--- config.mk ---
export PLATFORM = sky130hd
export DESIGN_NAME = handshake_store_arbiter
export DESIGN_NICKNAME = d
export VERILOG_FILES = /design/src/rtl/handshake_arb_pkg.sv /design/src/rtl/handshake_store_tag_fifo.sv /design/src/rtl/handshake_store_arbiter.sv
export SDC_FILE = /design/constraint.sdc
export NUM_CORES = 1
export LEC_CHECK = 0
export ABC_AREA = 1
export ABC_CLOCK_PERIOD_IN_PS = 3500
export CAP_MARGIN = 0
export CORE_AREA = 5 5 309 311
export DETAILED_ROUTE_END_ITERATION = 7
export DIE_AREA = 0 0 314 316
export PLACE_DENSITY = 0.3
export SLEW_MARGIN = 10
export SYNTH_ARGS = -nofsm -noshare
export SYNTH_HDL_FRONTEND = slang
export SYNTH_SLANG_ARGS = --single-unit
--- constraint.sdc ---
create_clock -name clock -period 3.5 [get_ports clock]
set_clock_uncertainty 0.1 [all_clocks]
set_input_delay 0.7 -clock clock [delete_from_list [all_inputs] [get_ports clock]]
set_output_delay 0.7 -clock clock [all_outputs]
set_load 0.01 [all_outputs]
--- src/rtl/handshake_arb_pkg.sv ---
// Shared types and helpers for the handshake store arbiter.
package handshake_arb_pkg;

  localparam int DefaultNumPorts = 5;
  localparam int DefaultIdWidth  = $clog2(DefaultNumPorts);

  // Requester index for the default five-port configuration.
  typedef logic [DefaultIdWidth-1:0] id_t;

  // Index after cur, wrapping at numPorts.
  function automatic int rrNext(input int cur, input int numPorts);
    return (cur + 1 >= numPorts) ? 0 : cur + 1;
  endfunction

endpackage

--- src/rtl/handshake_store_tag_fifo.sv ---
// Circular buffer of requester ids for writes issued to memory but not yet
// completed. The head is the requester owed the next completion.
module handshake_store_tag_fifo
  import handshake_arb_pkg::*;
#(
  parameter int DEPTH    = 2,
  parameter int ID_WIDTH = 3
) (
  input  logic                clock,
  input  logic                reset,
  input  logic                push,
  input  logic [ID_WIDTH-1:0] pushId,
  input  logic                pop,
  output logic [ID_WIDTH-1:0] headId,
  output logic                full,
  output logic                empty
);

  localparam int PtrWidth   = (DEPTH > 1) ? $clog2(DEPTH) : 1;
  localparam int CountWidth = $clog2(DEPTH + 1);

  logic [ID_WIDTH-1:0]   slots [DEPTH];
  logic [PtrWidth-1:0]   rdPtr;
  logic [PtrWidth-1:0]   wrPtr;
  logic [CountWidth-1:0] count;
  logic                  doPush;
  logic                  doPop;

  // Pointer increment that also wraps for non power-of-two depths.
  function automatic logic [PtrWidth-1:0] bump(input logic [PtrWidth-1:0] p);
    return (p == PtrWidth'(DEPTH - 1)) ? '0 : p + PtrWidth'(1);
  endfunction

  // A full buffer refuses a push even when a pop happens in the same cycle.
  assign doPush = push & !full;
  assign doPop  = pop & !empty;
  assign full   = (count == CountWidth'(DEPTH));
  assign empty  = (count == '0);
  assign headId = slots[rdPtr];

  // Pointer and occupancy bookkeeping.
  always_ff @(posedge clock) begin
    if (reset) begin
      rdPtr <= '0;
      wrPtr <= '0;
      count <= '0;
    end else begin
      if (doPush) wrPtr <= bump(wrPtr);
      if (doPop)  rdPtr <= bump(rdPtr);
      case ({doPush, doPop})
        2'b10:   count <= count + CountWidth'(1);
        2'b01:   count <= count - CountWidth'(1);
        default: count <= count;
      endcase
    end
  end

  // Id storage; contents are only meaningful between push and pop.
  always_ff @(posedge clock) begin
    if (doPush) slots[wrPtr] <= pushId;
  end

endmodule

--- src/rtl/handshake_store_arbiter.sv ---
// Round-robin arbiter sharing one handshake memory store port between
// NUM_PORTS store requesters. Writes are serialized onto the port and each
// completion is steered back to the requester that issued it, in issue order.
//
// Handshake rule on every channel: a transfer happens in a cycle where valid
// and ready are both 1; a producer holds valid and its payload until then.
module handshake_store_arbiter
  import handshake_arb_pkg::*;
#(
  parameter int NUM_PORTS       = 5,
  parameter int DATA_WIDTH      = 64,
  parameter int ADDR_WIDTH      = 64,
  parameter int MAX_OUTSTANDING = 2
) (
  input  logic                                 clock,
  input  logic                                 reset,
  input  logic [NUM_PORTS-1:0][DATA_WIDTH-1:0] req_stData,
  input  logic [NUM_PORTS-1:0]                 req_stData_valid,
  output logic [NUM_PORTS-1:0]                 req_stData_ready,
  input  logic [NUM_PORTS-1:0][ADDR_WIDTH-1:0] req_stAddr,
  input  logic [NUM_PORTS-1:0]                 req_stAddr_valid,
  output logic [NUM_PORTS-1:0]                 req_stAddr_ready,
  output logic [NUM_PORTS-1:0]                 req_stDone_valid,
  input  logic [NUM_PORTS-1:0]                 req_stDone_ready,
  output logic [DATA_WIDTH-1:0]                mem_stData,
  output logic [ADDR_WIDTH-1:0]                mem_stAddr,
  output logic                                 mem_st_valid,
  input  logic                                 mem_st_ready,
  input  logic                                 mem_stDone_valid,
  output logic                                 mem_stDone_ready,
  output logic                                 protocol_error
);

  localparam int IdWidth = $clog2(NUM_PORTS);

  logic [NUM_PORTS-1:0] eligible;
  logic [IdWidth-1:0]   rrPtr;
  logic [IdWidth-1:0]   lockId;
  logic                 lockValid;
  logic [IdWidth-1:0]   granted;
  logic                 anyGrant;
  int                   scanIdx;
  logic                 tagFull;
  logic                 tagEmpty;
  logic [IdWidth-1:0]   headId;
  logic                 issueFire;
  logic                 doneFire;

  // A requester competes only once both its address and data are offered.
  assign eligible = req_stAddr_valid & req_stData_valid;

  // Grant: keep a stalled requester while it stays eligible, otherwise take
  // the first eligible index scanning upward from rrPtr with wrap-around.
  always_comb begin
    granted  = rrPtr;
    anyGrant = 1'b0;
    scanIdx  = 0;
    if (lockValid && eligible[lockId]) begin
      granted  = lockId;
      anyGrant = 1'b1;
    end else begin
      for (int k = 0; k < NUM_PORTS; k++) begin
        scanIdx = int'(rrPtr) + k;
        if (scanIdx >= NUM_PORTS) scanIdx = scanIdx - NUM_PORTS;
        if (!anyGrant && eligible[scanIdx]) begin
          granted  = IdWidth'(scanIdx);
          anyGrant = 1'b1;
        end
      end
    end
  end

  // No new write is offered while every tag slot is in use.
  assign mem_st_valid = anyGrant & !tagFull;
  assign issueFire    = mem_st_valid & mem_st_ready;
  assign mem_stData   = req_stData[granted];
  assign mem_stAddr   = req_stAddr[granted];

  // Only the granted requester sees ready, and only when the write lands.
  always_comb begin
    req_stAddr_ready = '0;
    if (anyGrant && mem_st_ready && !tagFull) req_stAddr_ready[granted] = 1'b1;
  end
  assign req_stData_ready = req_stAddr_ready;

  // Rotate priority to just past the requester that was served.
  always_ff @(posedge clock) begin
    if (reset) begin
      rrPtr <= '0;
    end else if (issueFire) begin
      rrPtr <= IdWidth'(rrNext(int'(granted), NUM_PORTS));
    end
  end

  // Pin the grant while the memory stalls so address and data stay stable.
  always_ff @(posedge clock) begin
    if (reset) begin
      lockValid <= 1'b0;
      lockId    <= '0;
    end else begin
      lockValid <= mem_st_valid & !mem_st_ready;
      if (mem_st_valid && !mem_st_ready) lockId <= granted;
    end
  end

  handshake_store_tag_fifo #(
    .DEPTH   (MAX_OUTSTANDING),
    .ID_WIDTH(IdWidth)
  ) tagFifo (
    .clock (clock),
    .reset (reset),
    .push  (issueFire),
    .pushId(granted),
    .pop   (doneFire),
    .headId(headId),
    .full  (tagFull),
    .empty (tagEmpty)
  );

  // Steer the memory completion to the requester at the head of the tags.
  always_comb begin
    req_stDone_valid = '0;
    if (!tagEmpty) req_stDone_valid[headId] = mem_stDone_valid;
  end

  assign mem_stDone_ready = !tagEmpty & req_stDone_ready[headId];
  assign doneFire         = mem_stDone_valid & mem_stDone_ready;

  // Sticky flag for a completion that matches no issued write.
  always_ff @(posedge clock) begin
    if (reset) begin
      protocol_error <= 1'b0;
    end else if (mem_stDone_valid && tagEmpty) begin
      protocol_error <= 1'b1;
    end
  end

endmodule

# Word-level counts from Yosys, hierarchy flattened
# Memory sizes are Yosys's and may differ from the RTL's. A register that Yosys moved wholly into a read port is not among the register bits.
# Cells that the tools add are included.
totals:
  elab_cells: 133
  ramBits: 6
  out_inout_bits: 146
  regBits: 12
  n_memories: 1
classes:
  addsub: 14
  reduce_logical: 20
  bitwise_logic: 9
  eq_ne: 3
  order_cmp: 16
  muxes: 63
mem_list:
  columns: ["name", "depth", "word_bits", "rd", "rd_clocked_by_memory_dff", "wr", "line", "text"]
  rows:
  - ["tagFifo.slots", 2, 3, 1, 1, 1, "handshake_store_tag_fifo.sv:22", "logic [ID_WIDTH-1:0] slots [DEPTH];"]
ops:
  columns: ["cell", "count"]
  rows:
  - ["64-bit binary-select mux with 3-bit select", 2]
  - ["32-bit 2-to-1 mux", 10]
  - ["32-bit by 5-bit < comparator with 1-bit output, second input constant", 5]
  - ["64-bit 2-to-1 mux", 2]
  - ["1-bit 2-to-1 mux", 30]
  - ["1-bit binary-select mux with 3-bit select", 7]
  - ["3-bit 2-to-1 mux", 7]
  - ["4-bit by 3-bit greater-or-equal comparator with 1-bit output, second input constant", 5]
  - ["4-bit by 3-bit subtractor with 5-bit output, second input constant", 4]
  - ["3-bit by 4-bit < comparator with 1-bit output, second input constant", 3]
  - ["1-bit logical AND", 11]
  - ["5-bit bitwise AND", 2]
  - ["5-bit 2-to-1 mux", 2]
  - ["3-bit by 1-bit adder with 4-bit output, second input constant", 2]
  - ["3-bit by 2-bit adder with 4-bit output, second input constant", 2]
  - ["1-bit bitwise AND", 7]
  - ["1-bit logical NOT", 7]
  - ["1-bit demux with 3-bit select", 2]
  - ["3-bit by 1-bit greater-or-equal comparator with 1-bit output, second input constant", 2]
  - ["3-bit by 3-bit adder with 4-bit output, second input constant", 1]
  - ["2-bit equality test, second input constant", 2]
  - ["2-bit one-hot mux with 2 select lines", 1]
  - ["3-bit by 3-bit subtractor with 4-bit output, second input constant", 1]
  - ["3-bit greater-or-equal comparator, second input constant", 1]
  - ["6 further kinds", 7]

# Longest topological paths before layout
# Gate-level depths: netlist of run 1.
logic_depth:
  ltp_word: 31
  depth_mapped: 29
  mapped_depth_nobuf: 27

# Modules after synthesis
# From an unflattened synthesis of run 1, not the netlist that was laid out.
hier_totals:
  hier_cells: 1795
  area_unflattened_um2: 8524.4
by_module_without_submodules:
  columns: ["module", "seq_area_each_um2", "cells_per_inst", "area_each_um2", "instances"]
  rows:
  - ["handshake_store_arbiter", 160.2, 1746, 8047.7, 1]
  - ["handshake_store_tag_fifo", 280.3, 49, 476.7, 1]

# Worst setup path before layout of run 1
# OpenSTA, ideal clock, no wires.
synth_path:
  kind: "reg2out"
  startpoint: "register rrPtr[1]"
  endpoint: "output port req_stData_ready[4]"
  required_ns: 2.700
  stages_incl_launch_ff: 23
  path_slack_ns: -0.633
  t_arrival_ns: 3.333
  cell_sequence: "dfxtp_1 > inv_1 > ha_1 > inv_2 > nand3_1 > nand2_4 > nand3_2 > nand2_2 > nand2_1 > nand3_2 > nand3_2 > nand2_4 > nand4_4 > nand2_1 > inv_1 > nand2_1 > nand2_1 > nand2_2 > nand2_4 > buf_4 > buf_2 > nor4_1 > buf_4"
synth_between:
  elab_chain_len: 29
  word_cells_on_any_way: 71
synth_rtl:
  columns: ["element", "line", "text"]
  rows:
  - ["start: declaration", "handshake_store_arbiter.sv:37", "logic [IdWidth-1:0] rrPtr;"]
  - ["start signal: assignment", "handshake_store_arbiter.sv:91", "rrPtr <= IdWidth'(rrNext(int'(granted), NUM_PORTS));"]
  - ["branches (longest 22 deep; another with 4-bit by 3-bit subtractor with 5-bit output)", null, null]
  - ["3-bit 2-to-1 mux *", "handshake_store_arbiter.sv:65", "if (!anyGrant && eligible[scanIdx]) begin"]
  - ["3-bit 2-to-1 mux *", "handshake_store_arbiter.sv:58", "if (lockValid && eligible[lockId]) begin"]
  - ["named net granted[0]", "handshake_store_arbiter.sv:40", "logic [IdWidth-1:0] granted;"]
  - ["3-bit by 4-bit < comparator with 1-bit output (not written as such) / 3-bit by 1-bit greater-or-equal comparator with 1-bit output (equally long branches)", "handshake_store_arbiter.sv:82", "if (anyGrant && mem_st_ready && !tagFull) req_stAddr_ready[granted] = 1'b1;"]
  - ["1-bit logical AND (not written as such)", "handshake_store_arbiter.sv:82", null]
  - ["1-bit 2-to-1 mux (not written as such)", "handshake_store_arbiter.sv:82", null]
  - ["1-bit demux with 3-bit select *", "handshake_store_arbiter.sv:82", null]
  - ["5-bit 2-to-1 mux *", "handshake_store_arbiter.sv:82", null]
  - ["end: declaration", "handshake_store_arbiter.sv:19", "output logic [NUM_PORTS-1:0] req_stData_ready,"]
# Mark *: on every way through the listed nets, which the timed path passes. The select of a mux whose other input is x is not followed.

# Worst setup path in the final report of run 1
layout_path:
  startpoint: "register rrPtr[2]"
  endpoint: "output port mem_stAddr[4]"
layout_between:
  elab_chain_len: 26
  word_cells_on_any_way: 63
layout_rtl:
  columns: ["element", "line", "text"]
  rows:
  - ["branches (longest 22 deep; another with 4-bit by 3-bit subtractor with 5-bit output)", null, null]
  - ["3-bit 2-to-1 mux *", "handshake_store_arbiter.sv:65", null]
  - ["3-bit 2-to-1 mux *", "handshake_store_arbiter.sv:58", null]
  - ["64-bit binary-select mux with 3-bit select *", "handshake_store_arbiter.sv:77", "assign mem_stAddr = req_stAddr[granted];"]
  - ["64-bit 2-to-1 mux (not written as such) *", "handshake_store_arbiter.sv:77", null]
  - ["end: declaration", "handshake_store_arbiter.sv:26", "output logic [ADDR_WIDTH-1:0] mem_stAddr,"]
# Every way passes the cells marked *. The select of a mux whose other input is x is not followed.

==> impl_metrics.ini, run 1 <==
[drt]
drt_iter0_drc = 689
final_antenna_net_count = 0
routed_via_density = 3.98
wl_mm = 94.8
via_count = 15800
wl_per_cell_microns = 23.9
drt-pass1-iter-count = 7
drc_errors = 0

[timing]
post-route-period-util = 1.28
worst_pin_slew_ns = 0.488
hold_viol_final = 0
rsz0062_at_grt = true
slew_viol_final = 0
finalWorstSetupSlack_ns = -0.986
slew-limit-headroom = 0.671
period_needed_ns = 4.49
setup_violations = 141
setup-tns-final_ns = -122.20
fmax_mhz = 223

[floorplan]
die-area_sq_mm = 0.0992
core_sq_mm = 0.0925
die_w_microns = 314
rows = 112
io_pins = 805
fp.dieH_microns = 316
start_util = 0.0899

[global_route]
grt_use_total = 0.171
grt_max_degree = 38
grt_pass1_wl_mm = 124
antenna_found_initial = 24
grt_overflow = 0
grt_pass1_vias = 16300

[hold_path]
hold_path_end = protocol_error$_SDFFE_PP0P_
hold_path_startpoint = protocol_error$_SDFFE_PP0P_
hold_class = reg -> reg
whs_path_depth = 2

[finish]
drive_above_1_share = 0.271
nFillCells = 10500
area.growth.synth_to_final_pct = 168
final_cells = 3967
finish.net_count = 3436
multi_input_area_sq_mm = 0.00802
register_area_sq_um = 452

[logic_synthesis]
ys_warn_count = 0
ys_seq_area_frac = 0.0529
syn_nets = 2438
synth_compound_area_frac = 0.0302
synth_top_family_by_area = simple AND/OR/NAND/NOR gates
ys.flop_type = dfxtp_1
synthAdderAreaFrac = 0.0196
syn_inst = 1766
syn_area_sq_mm = 0.00832
synth-xor-area-share = 0.00692
avgSynthCellArea_sq_um = 4.71
synth.distinct_cells = 37
synth-edff-count = 6
muxShareOfSynthArea = 0.00120
ys_seq_elements = 19
synth-simple-area-share = 0.755
synthArstFlopShare = 0

[cts]
cts_max_path_buffers = 2
tritoncts = built
hold_buffers = 0
h-tree-depth = 1
path_clk_slew_ns = 0.06
clk_latency_ns = 0.26
cts-root-buf = clkbuf_16
clock-sinks = 19
cts_inserted_buffers = 3

[critical_path]
cp_max_fo = 18
slowest_stage = dfxtp_4
cp.required_ns = 2.70
reg2reg_from = rrPtr[2]$_SDFFE_PP0N_
end_kind = output pin
r2r_setup_slack_ns = -0.17
r2r_cells = 24
worst-setup-path-type = reg -> out
cp.arrival_ns = 3.69
max_stage_delay_ns = 0.42
r2r-end = rrPtr[1]$_SDFFE_PP0N_
crit_family = simple AND/OR/NAND/NOR gates
crit_buf_inv = 7
crit_path_start_kind = flip-flop

[placement]
place_congestion = 0.957
place_inst = 3843
hpwlAfterDp_mm = 75.7
port_buffers = 804

[run_status]
outcome = finished, violations left
violations = setup timing

[run]
cap_viol_max_count = 0
registers in the layout, indices dropped and copies added (netlist names), named ones only:
register and flops:
lockValid 1, tagFifo.count 2, tagFifo.slots 6, protocol_error 1
tagFifo.wrPtr 1, rrPtr 3, lockId 3, tagFifo.rdPtr 1
final cells by class:
cell class / count / share of cell area
well taps: 1197 / 0.0672
repair inverters: 1 / 0.00135
diodes: 7 / 0.000786
repair buffers: 1126 / 0.534
inverters: 61 / 0.0132
multi-input cells: 1552 / 0.360
flip-flops and latches: 19 / 0.0203
clock buffers: 3 / 0.00337
clock inverters: 1 / 0.000337
cells in the mapped netlist (2+ instances only):
cell type  instances  share of area
a21oi_1           14         0.0084
a21oi_2            3         0.0032
a31oi_1            3         0.0023
buf_2             74          0.045
buf_4             25          0.023
buf_6             26          0.035
clkbuf_1           9         0.0041
dfxtp_1           13          0.031
edfxtp_1           6          0.022
ha_1              13          0.020
inv_1             50          0.023
inv_2             10         0.0045
nand2_1         1121           0.51
nand2_2           12         0.0090
nand2_4            3         0.0041
nand3_1          174           0.10
nand3_2            5         0.0060
nand4_1          141           0.11
nor2_1            27          0.012
nor2_2             2         0.0015
nor3_1             2         0.0012
o211ai_1           2         0.0018
o21ai_0           10         0.0060
o21ai_1            6         0.0036
xor2_2             3         0.0059
cells by family (layout without fill, tap and decap cells):
family	after synthesis	after routing
fa+ha+maj	13	13
flops	19	19
xor+xnor	4	4
compound gates	43	43
mux	1	1
other cells	0	7
simple gates	1490	1491
buf+inv	196	1192
through the flow:
step / worst slack [ns] / utilization / area, sq um / hold WS, ns
global placement: -1.43 / 0.210 / 19400 / 0.359
detailed placement: -1.42 / 0.210 / 19400 / 0.379
global route: -1.18 / 0.241 / 22300 / 0.415
finish: -0.986 / 0.241 / 22300 / 0.381
floorplan: -0.0140 / - / 8500 / 0.343
CTS: -0.990 / 0.226 / 20900 / 0.385
worst min-delay path: cells and delay by family, from the launching register on:
family,cells,cell delay [ns]
AOI/OAI and AO/OA,1,0.05
DFF,1,0.33
and+or+nand+nor,1,0.07
metal layers:
layer / GRT usage / routed length (microns) / vias to the layer above
li1: - / - / 7693
met1: 0.200 / 38000 / 7414
met2: 0.326 / 49100 / 595
met3: 0.0427 / 6640 / 60
met4: 0.0136 / 1030 / 12
met5: 0 / 81 / -
timing repair:
| action | CTS | global route |
|---|---|---|
| resized for setup | 628 | 331 |
| buffers inserted | 42 | 40 |
| pin swaps | 56 | 66 |
| cloned | 18 | 19 |
| endpoints found under the setup margin | 146 | 150 |
cell usage in the layout (no fill, tap or decap), drive strengths merged, types with 5 or more instances in the layout:
master / count
clkbuf: 25
a21oi: 17
buf: 428
ha: 13
nand3: 179
diode: 7
edfxtp: 6
clkdlybuf4s50: 666
inv: 60
o21ai: 17
nand4: 142
nand2: 1137
bufbuf: 5
dfxtp: 13
nor2: 29
worst max-delay path by stage:
stage                               start                   to  slack, ns  depth (start not counted)
floorplan           rrPtr[0]$_SDFFE_PP0N_  req_stData_ready[4]      -0.01                         21
global placement      req_stAddr_valid[1]       mem_stAddr[15]      -1.43                         21
detailed placement    req_stAddr_valid[1]       mem_stAddr[15]      -1.42                         21
CTS                 rrPtr[1]$_SDFFE_PP0N_        mem_stData[1]      -0.99                         27
global route        rrPtr[2]$_SDFFE_PP0N_       mem_stAddr[52]      -1.18                         27
finish              rrPtr[2]$_SDFFE_PP0N_        mem_stAddr[4]      -0.99                         25
Power of run 1 is left out: the tool's default activity adds up to more than one toggle a clock period on the data nets, which glitch-free logic cannot reach.
==> run 2, diff against run 1 <==
--- a/config.mk
+++ b/config.mk
@@ -7,7 +7,7 @@
 export LEC_CHECK = 0
 export ABC_AREA = 1
 export ABC_CLOCK_PERIOD_IN_PS = 3500
-export CAP_MARGIN = 0
+export CAP_MARGIN = 30
 export CORE_AREA = 5 5 309 311
 export DETAILED_ROUTE_END_ITERATION = 7
 export DIE_AREA = 0 0 314 316
==> results of run 2 <==
Same layout as run 1: the final DEF is identical, and so are final timing and power.
Power of run 2 is left out for the same reason.
==> run 3, diff against run 2 <==
--- a/config.mk
+++ b/config.mk
@@ -6,12 +6,12 @@
 export NUM_CORES = 1
 export LEC_CHECK = 0
 export ABC_AREA = 1
-export ABC_CLOCK_PERIOD_IN_PS = 3500
+export ABC_CLOCK_PERIOD_IN_PS = 4900
 export CAP_MARGIN = 30
-export CORE_AREA = 5 5 309 311
+export CORE_AREA = 5 5 307 309
 export DETAILED_ROUTE_END_ITERATION = 7
-export DIE_AREA = 0 0 314 316
-export PLACE_DENSITY = 0.3
+export DIE_AREA = 0 0 312 314
+export PLACE_DENSITY = 0.33
 export SLEW_MARGIN = 10
 export SYNTH_ARGS = -nofsm -noshare
 export SYNTH_HDL_FRONTEND = slang
==> constraint.sdc (replaced) <==
create_clock -name clock -period 4.9 [get_ports clock]
set_clock_uncertainty 0.1 [all_clocks]
set_input_delay 0.98 -clock clock [delete_from_list [all_inputs] [get_ports clock]]
set_output_delay 0.98 -clock clock [all_outputs]
set_load 0.01 [all_outputs]
==> impl_metrics.ini, run 3 (synthesis gave the netlist of run 1 again) <==
[critical_path]
crit_family = buffers and inverters
crit_path_start_kind = flip-flop
worst-setup-path-type = reg -> out
r2r_setup_slack_ns = 1.28
slowest_stage = dfxtp_4
max_stage_delay_ns = 0.36
cp.required_ns = 3.82
r2r_cells = 28
cp.arrival_ns = 3.70
end_kind = output pin
cp_max_fo = 8
crit_buf_inv = 12
r2r-end = rrPtr[1]$_SDFFE_PP0N_
reg2reg_from = rrPtr[1]$_SDFFE_PP0N_

[timing]
slew_viol_final = 0
setup_violations = 0
worst_pin_slew_ns = 0.602
hold_viol_final = 0
fmax_mhz = 209
finalWorstSetupSlack_ns = 0.116
post-route-period-util = 0.976
period_needed_ns = 4.78
setup-tns-final_ns = 0
slew-limit-headroom = 0.589

[drt]
drt-pass1-iter-count = 5
via_count = 15700
final_antenna_net_count = 0
routed_via_density = 4.00
wl_mm = 94.1
wl_per_cell_microns = 24.0
drc_errors = 0
drt_iter0_drc = 842

[cts]
cts-root-buf = clkbuf_16
clk_latency_ns = 0.25
hold_buffers = 0
cts_inserted_buffers = 3
clock-sinks = 19
tritoncts = built
cts_max_path_buffers = 2
path_clk_slew_ns = 0.06
h-tree-depth = 1

[hold_path]
whs_path_depth = 2
hold_class = reg -> reg
hold_path_startpoint = protocol_error$_SDFFE_PP0P_
hold_path_end = protocol_error$_SDFFE_PP0P_

[global_route]
grt_pass1_wl_mm = 127
grt_use_total = 0.178
antenna_found_initial = 28
grt_max_degree = 41
grt_pass1_vias = 16600
grt_overflow = 0

[floorplan]
fp.dieH_microns = 314
die-area_sq_mm = 0.0980
core_sq_mm = 0.0911
rows = 111
io_pins = 805
die_w_microns = 312
start_util = 0.0913

[placement]
port_buffers = 804
pre_cts_ws_ns = -0.769
place_congestion = 0.950
hpwlAfterDp_mm = 75.4

[finish]
drive_above_1_share = 0.205
regMostFlops = tagFifo.slots
register_area_sq_um = 449
layout_common_cells = nand2_1 (1,060), clkdlybuf4s50_1 (656), buf_4 (196), nand4_1 (141), nand3_1 (140)
nFillCells = 10400
multi_input_area_sq_mm = 0.00756
final_core_util = 0.232
largest_register_ffs = 6
top_regs = tagFifo.slots: 6 flops, lockId: 3 flops, rrPtr: 3 flops
area.growth.synth_to_final_pct = 154
mostFrequentLayoutCell = nand2_1
finish.net_count = 3394

[run_status]
outcome = finished clean

[run]
cap_viol_max_count = 0
[run 3: changes by cell type in the layout (fill, tap and decap cells not counted), moves of 33 or more]
cell,change
nand2_1,+83
buf_6,-66
nand2_2,-64
buf_2,-40
nand3_1,+36
nand3_2,-33
[run 3: worst max-delay path by stage]
stage | from | endpoint | slack [ns] | cells after the start
after floorplan | rrPtr[1]$_SDFFE_PP0N_ | req_stData_ready[4] | 0.49 | 22
after global placement | req_stAddr_valid[3] | mem_stData[17] | -0.81 | 22
after detailed placement | req_stAddr_valid[3] | mem_stData[17] | -0.77 | 20
after CTS | rrPtr[2]$_SDFFE_PP0N_ | mem_stAddr[7] | -0.15 | 21
after global routing | rrPtr[1]$_SDFFE_PP0N_ | mem_stData[18] | -0.05 | 26
final | rrPtr[1]$_SDFFE_PP0N_ | mem_stData[50] | 0.12 | 26
[run 3: cell type report]
cell class / instances / area share
Timing Repair Buffer: 1082 / 0.529
Clock buffer: 3 / 0.00355
Clock inverter: 1 / 0.000236
Multi-Input combinational cell: 1552 / 0.357
Inverter: 61 / 0.0137
Tap cell: 1186 / 0.0701
Sequential cell: 19 / 0.0212
Timing Repair inverter: 3 / 0.00361
Antenna cell: 8 / 0.000946
[run 3: stage by stage]
stage / area (sq um) / hold WS [ns] / cells
6_report: 21200 / 0.397 / 3915
4_1_cts: 20600 / 0.399 / 3882
3_5_place_dp: 18800 / 0.383 / 3798
5_1_grt: 21200 / 0.432 / 3913
2_1_floorplan: 8320 / 0.343 / 1766
3_3_place_gp: 18800 / 0.361 / 3798
[run 3: metal layers]
metal	global-route usage	vias to the layer above	wire, microns
met4	0.0390	18	2450
met3	0.0527	98	7120
met1	0.187	7324	34200
li1	-	7588	-
met2	0.348	638	50200
met5	0	-	115
[run 3: worst min-delay path, stage by stage, from the launching register on]
cell and delay [ns]:
dfxtp_1 0.33, a21oi_1 0.05, nor2_1 0.08
[run 3: timing repair]
item,in CTS,in global routing
setup buffers,58,27
hold endpoints to repair,0,0
gates cloned,23,2
pin swaps,30,53
setup endpoints to repair,138,136
gates resized for setup,472,186
Power of run 3 is left out for the same reason.
